[src/rtl/if_stage_pkg.sv]
// Shared fetch-stage constants, types and helpers for the five-stage ARM pipeline.
// Holds widths, reset PC, PC step, NOP encoding and the IF/ID register layout.
package if_stage_pkg;

  localparam int ADDRESS_LEN = 32;
  localparam int INSTR_LEN   = 32;

  typedef logic [ADDRESS_LEN-1:0] addr_t;
  typedef logic [INSTR_LEN-1:0]   instr_t;

  localparam addr_t  RESET_PC  = '0;
  localparam addr_t  PC_STEP   = addr_t'(4);
  localparam instr_t NOP_INSTR = '0;

  typedef struct packed {
    logic   vld;
    addr_t  pc;
    instr_t instr;
  } ifid_t;

  // Reset and flush share one image: a bubble carrying NOP and a zero PC.
  localparam ifid_t IFID_CLEAR = '{vld: 1'b0, pc: '0, instr: NOP_INSTR};

  // Branch targets are word addresses; misaligned low bits are discarded.
  function automatic addr_t word_align(input addr_t a);
    return a & ~addr_t'(3);
  endfunction

endpackage

[src/rtl/if_stage_if.sv]
// Fetch-stage bus: hazard/redirect controls, instruction memory port and IF/ID outputs.
// master = fetch stage, slave = surrounding pipeline and instruction memory.
interface if_stage_if;
  import if_stage_pkg::*;

  logic   freeze;
  logic   branch_taken;
  addr_t  branch_address;
  addr_t  imem_address;
  instr_t imem_instruction;
  addr_t  pc_out;
  instr_t instruction_out;
  logic   valid_out;

  modport master (
    input  freeze, branch_taken, branch_address, imem_instruction,
    output imem_address, pc_out, instruction_out, valid_out
  );

  modport slave (
    output freeze, branch_taken, branch_address, imem_instruction,
    input  imem_address, pc_out, instruction_out, valid_out
  );

endinterface

[src/rtl/if_stage_pc_register.sv]
// pc_register: loadable register with asynchronous active-high reset to RESET_VAL.
// Latency 1 edge from d to q when load_en is high; holds otherwise.
module pc_register #(
  parameter int                WIDTH     = 32,
  parameter logic [WIDTH-1:0]  RESET_VAL = '0
) (
  input  logic             clk,
  input  logic             rst,
  input  logic             load_en,
  input  logic [WIDTH-1:0] d,
  output logic [WIDTH-1:0] q
);

  always_ff @(posedge clk or posedge rst) begin
    if (rst) begin
      q <= RESET_VAL;
    end else if (load_en) begin
      q <= d;
    end
  end

endmodule

[src/rtl/if_stage.sv]
// Instruction fetch: PC drives imem, instruction lands in IF/ID 1 edge later; freeze stalls, branch redirects+flushes.
// Optional perf counters fetch_count/flush_count exist only when IF_PERF_COUNT_EN is defined.
module if_stage
  import if_stage_pkg::*;
(
  input  logic        clk,
  input  logic        rst,
  if_stage_if.master  bus
`ifdef IF_PERF_COUNT_EN
  ,
  output logic [31:0] fetch_count,
  output logic [31:0] flush_count
`endif
);

  addr_t pc;
  addr_t pc_plus4;
  addr_t pc_d;
  logic  pc_ld;
  ifid_t ifid_q;

  assign pc_plus4 = pc + PC_STEP;
  assign pc_d     = bus.branch_taken ? word_align(bus.branch_address) : pc_plus4;
  // Redirect must override a stall, so branch_taken forces the load.
  assign pc_ld    = bus.branch_taken | ~bus.freeze;

  pc_register #(
    .WIDTH     (ADDRESS_LEN),
    .RESET_VAL (RESET_PC)
  ) u_pc (
    .clk     (clk),
    .rst     (rst),
    .load_en (pc_ld),
    .d       (pc_d),
    .q       (pc)
  );

  always_ff @(posedge clk or posedge rst) begin
    if (rst) begin
      ifid_q <= IFID_CLEAR;
    end else if (bus.branch_taken) begin
      ifid_q <= IFID_CLEAR;
    end else if (!bus.freeze) begin
      ifid_q <= '{vld: 1'b1, pc: pc_plus4, instr: bus.imem_instruction};
    end
  end

  assign bus.imem_address    = pc;
  assign bus.pc_out          = ifid_q.pc;
  assign bus.instruction_out = ifid_q.instr;
  assign bus.valid_out       = ifid_q.vld;

`ifdef IF_PERF_COUNT_EN
  always_ff @(posedge clk or posedge rst) begin
    if (rst) begin
      fetch_count <= '0;
      flush_count <= '0;
    end else if (bus.branch_taken) begin
      flush_count <= flush_count + 32'd1;
    end else if (!bus.freeze) begin
      fetch_count <= fetch_count + 32'd1;
    end
  end
`endif

endmodule

[src/flat_wrapper.sv]
// flat-port wrapper written by rule: the top's interface ports become plain ports
module if_stage_flat import if_stage_pkg::*;
  (clk, rst, bus_freeze, bus_branch_taken, bus_branch_address, bus_imem_instruction, bus_imem_address, bus_pc_out, bus_instruction_out, bus_valid_out);
  if_stage_if bus_i ();
  input  logic clk;
  input  logic rst;
  input wire logic [$bits(bus_i.freeze)-1:0] bus_freeze;
  input wire logic [$bits(bus_i.branch_taken)-1:0] bus_branch_taken;
  input wire logic [$bits(bus_i.branch_address)-1:0] bus_branch_address;
  input wire logic [$bits(bus_i.imem_instruction)-1:0] bus_imem_instruction;
  output wire logic [$bits(bus_i.imem_address)-1:0] bus_imem_address;
  output wire logic [$bits(bus_i.pc_out)-1:0] bus_pc_out;
  output wire logic [$bits(bus_i.instruction_out)-1:0] bus_instruction_out;
  output wire logic [$bits(bus_i.valid_out)-1:0] bus_valid_out;
  assign bus_i.freeze = bus_freeze;
  assign bus_i.branch_taken = bus_branch_taken;
  assign bus_i.branch_address = bus_branch_address;
  assign bus_i.imem_instruction = bus_imem_instruction;
  assign bus_imem_address = bus_i.imem_address;
  assign bus_pc_out = bus_i.pc_out;
  assign bus_instruction_out = bus_i.instruction_out;
  assign bus_valid_out = bus_i.valid_out;
  if_stage u_core (.clk(clk), .rst(rst), .bus(bus_i));
endmodule
[config.mk]
export PLATFORM = sky130hd
export DESIGN_NAME = if_stage_flat
export DESIGN_NICKNAME = d
export VERILOG_FILES = /design/src/rtl/if_stage_pkg.sv /design/src/rtl/if_stage_if.sv /design/src/rtl/if_stage_pc_register.sv /design/src/rtl/if_stage.sv /design/src/flat_wrapper.sv
export SDC_FILE = /design/constraint.sdc
export NUM_CORES = 1
export LEC_CHECK = 0
export CAP_MARGIN = 5
export CORE_AREA = 4 4 106 148
export CTS_CLUSTER_SIZE = 40
export DETAILED_ROUTE_END_ITERATION = 16
export DIE_AREA = 0 0 110 152
export GPL_TIMING_DRIVEN = 0
export PLACE_DENSITY = 0.74
export SYNTH_ARGS = -nofsm -noshare
export SYNTH_HDL_FRONTEND = slang
export SYNTH_SLANG_ARGS = --single-unit
[constraint.sdc]
create_clock -name clk -period 4.75 [get_ports clk]
set_input_delay 0.95 -clock clk [delete_from_list [all_inputs] [get_ports clk]]
set_output_delay 0.95 -clock clk [all_outputs]
set_load 0.01 [all_outputs]
==> impl_metrics.tcl <==
set metrics [dict create \
    outcome "finished, final reports clean" \
    synthTopCellsByCount "94 x dfrtp_1, 67 x nor2_1, 36 x nand2_1" \
    p_per_area_nw_per_um2 308.0 \
    post-route-drc-count 0 \
    vias 4820 \
    antenna_found_initial 0 \
    max_freq_ghz 0.3002 \
    r2r_start "u_core.u_pc.q[2]$_DFFE_PP0N_" \
    syn_area_um2 4933 \
    multi_input_area_um2 2354 \
    ctsHoldBuffers 0 \
    min_from "u_core.bus.valid_out$_DFFE_PP0N_" \
    yosysWarnings 0 \
    cts_tree "done" \
    nFillCells 1350 \
    yosysMostFrequentCell "dfrtp_1" \
    hold_slack_ns 0.4898 \
    ys_ff_latch 94 \
    path_buf_inv 4 \
    cp-end-kind "register" \
    path_class "in -> reg" \
    drv_slew 0 \
    synth-edff-count 0 \
    yosysTopAreaCell "dfrtp_1" \
    min_period_ns 3.331 \
    finalSetupViolations 0 \
    n_antenna_cell 0 \
    async_flop_share 1.000 \
    nNetsFinal 756 \
    finalCritPeriodShare 0.7013 \
    clock_latency_ns 0.35 \
    design_area_um2 7129 \
    yosysTopAreaCellShare 0.4768 \
    path_cells "clkdlybuf4s50_1 > clkbuf_1 > clkbuf_1 > clkbuf_1 > mux2i_1 > nor2_1" \
    hold_depth 1 \
    synth_flop_cell "dfrtp_1" \
    grt.overflow.total 0 \
    dpl.hpwl_mm 12.95 \
    ys_top_cells_by_area "dfrtp_1 48%, mux2i_1 6.7%, nor2_1 5.1%, xnor2_1 3.0%, nand2_1 2.7%" \
    drt_wl_total_mm 17.05 \
    cp_top_family "buffers and inverters" \
    die_area_um2 16720 \
    postCtsSetupRepairBufs 0 \
    final_util 0.4958 \
    vdd_drop_max_uv 155.9 \
    coreArea_um2 14380 \
    synthCells 514 \
    h-tree-depth 3 \
    skew_ns 0.009026 \
    grt_pass1_wl_mm 26.43 \
    cts_inserted_buffers 9 \
    clockRootBuffer "clkbuf_16" \
    seq_area_um2 2352 \
    cp-start-kind "primary input" \
    die_w_um 110 \
    routed_via_density 5.477 \
    first_iter_violations 254 \
    clk_pin_slew_ns 0.07 \
    cts.sinks 94 \
    leakage_nw 2.819 \
    cp_slowest_cell "clkbuf_1" \
    io-pin-count 165 \
    final_hold_viol_count 0 \
    cp_slowest_stage_delay_ns 0.66 \
    synthToLayoutAreaGrowth_pct 44.51 \
    placed_area_um2 6805 \
    start_util 0.3431 \
    hold_class "reg -> reg" \
    num_rows 52 \
    grt_pass1_vias 4928 \
    cp_common_cell "clkbuf_1" \
    reg2reg_to "u_core.bus.pc_out[16]$_DFFE_PP0N_" \
    grt_use_total 0.2039 \
    grt_setup_unrepaired "false" \
    whs_endpoint "u_core.bus.valid_out$_DFFE_PP0N_" \
    ant_nets 0 \
    synth_cell_types 55 \
    max_cap_viol_count 0 \
    yosysSeqAreaShare 0.4768 \
    slew_headroom 0.4694 \
    rr_worst_depth 7 \
    wire_per_inst_um 19.38 \
    first_pass_iters 5 \
    finalNonFillerCells 880 \
    drive_gt1_frac 0.05499 \
    crit_arrival_ns 3.55 \
    syn_avg_cell_area_um2 9.598 \
    worst_pin_slew_ns 0.7958 \
    die_y_um 152 \
    dp.cells 865 \
    io_buffers 160 \
    place_congestion 0.8942 \
    cts_resized 0 \
    r2r_slack_ns 2.19 \
    cp.required_ns 4.97 \
    grt_max_degree 50 \
    crit_path_max_fanout 10 \
    clockBufferDepth 2 \
]
==> worst max-delay path by stage <==
stage	from	to	slack (ns)	cells past startpoint
final	bus_freeze	u_core.bus.instruction_out[3]$_DFFE_PP0N_	1.42	6
after global routing	bus_freeze	u_core.bus.instruction_out[3]$_DFFE_PP0N_	1.31	6
after CTS	bus_freeze	u_core.bus.instruction_out[3]$_DFFE_PP0N_	1.46	6
after detailed placement	bus_freeze	u_core.bus.instruction_out[3]$_DFFE_PP0N_	1.11	6
after global placement	rst	u_core.u_pc.q[27]$_DFFE_PP0N_	-0.15	2
after floorplan	rst	u_core.bus.instruction_out[0]$_DFFE_PP0N_	1.35	1
==> final cells by class <==
class	count	share of cell area
multi-input combinational	368	0.3301
sequential	94	0.3299
timing repair buffer	161	0.2285
clock buffer	12	0.03598
tap	189	0.03317
buffer	48	0.02984
clock inverter	3	0.009477
inverter	5	0.002984
==> placed cells by master (no fill, tap or decap), types with 4 or more instances in the layout <==
| master | synthesis | layout |
|---|---|---|
| o21ai_0 | 18 | 18 |
| buf_4 | 4 | 4 |
| clkbuf_1 | 32 | 33 |
| a211oi_1 | 8 | 8 |
| or3_1 | 13 | 13 |
| xor2_1 | 5 | 5 |
| xnor2_1 | 17 | 17 |
| nor2_1 | 67 | 67 |
| or4_1 | 18 | 18 |
| nor4_1 | 8 | 8 |
| dfrtp_1 | 94 | 94 |
| a31oi_1 | 7 | 7 |
| o31ai_1 | 14 | 14 |
| o311a_1 | 4 | 4 |
| nor2b_1 | 7 | 7 |
| o211ai_1 | 4 | 4 |
| nand2_1 | 36 | 36 |
| a311oi_1 | 11 | 11 |
| mux2i_1 | 33 | 33 |
| and4_1 | 4 | 4 |
| buf_2 | 5 | 5 |
| nand4_1 | 14 | 14 |
| nor3_1 | 15 | 15 |
| a21oi_1 | 9 | 9 |
| nand3_1 | 15 | 15 |
| clkdlybuf4s50_1 | 0 | 160 |
| clkbuf_16 | 0 | 9 |
==> where the power goes <==
| part | switching (W) | internal (W) | total (W) |
|---|---|---|---|
| registers | 0.0000666 | 0.000861 | 0.000928 |
| clock network | 0.000316 | 0.000488 | 0.000804 |
| logic | 0.000225 | 0.000240 | 0.000464 |
| total | 0.000607 | 0.00159 | 0.00220 |
==> registers in the layout, summed over array words and instances, names as in the netlist <==
signal / cells
u_core.bus.pc_out: 31
u_core.bus.valid_out: 1
u_core.bus.instruction_out: 32
u_core.u_pc.q: 30
==> metal layers <==
layer	share of wire	GRT usage
met1	0.37	0.2318
met2	0.52	0.3498
met3	0.091	0.05730
met4	0.027	0.08734
met5	0	0
==> metrics by stage <==
step           power (W)  TNS, ns  setup slack [ns]
2_1_floorplan   0.001143        0             1.351
3_3_place_gp    0.001393   -13.37           -0.1460
3_5_place_dp    0.001408        0             1.107
4_1_cts         0.002207        0             1.462
5_1_grt         0.002287        0             1.311
6_report        0.002196        0             1.419
==> kinds of logic after synthesis <==
family          count (synthesis)  synth area share
mux                            33           0.06695
simple gates                  217            0.2310
other cells                     1         0.0007601
buf+inv                        53           0.04692
flops                          94            0.4768
compound gates                 93            0.1359
xor+xnor                       22           0.03906
fa+ha+maj                       1          0.002536
Power figures use the tool's default switching activity.
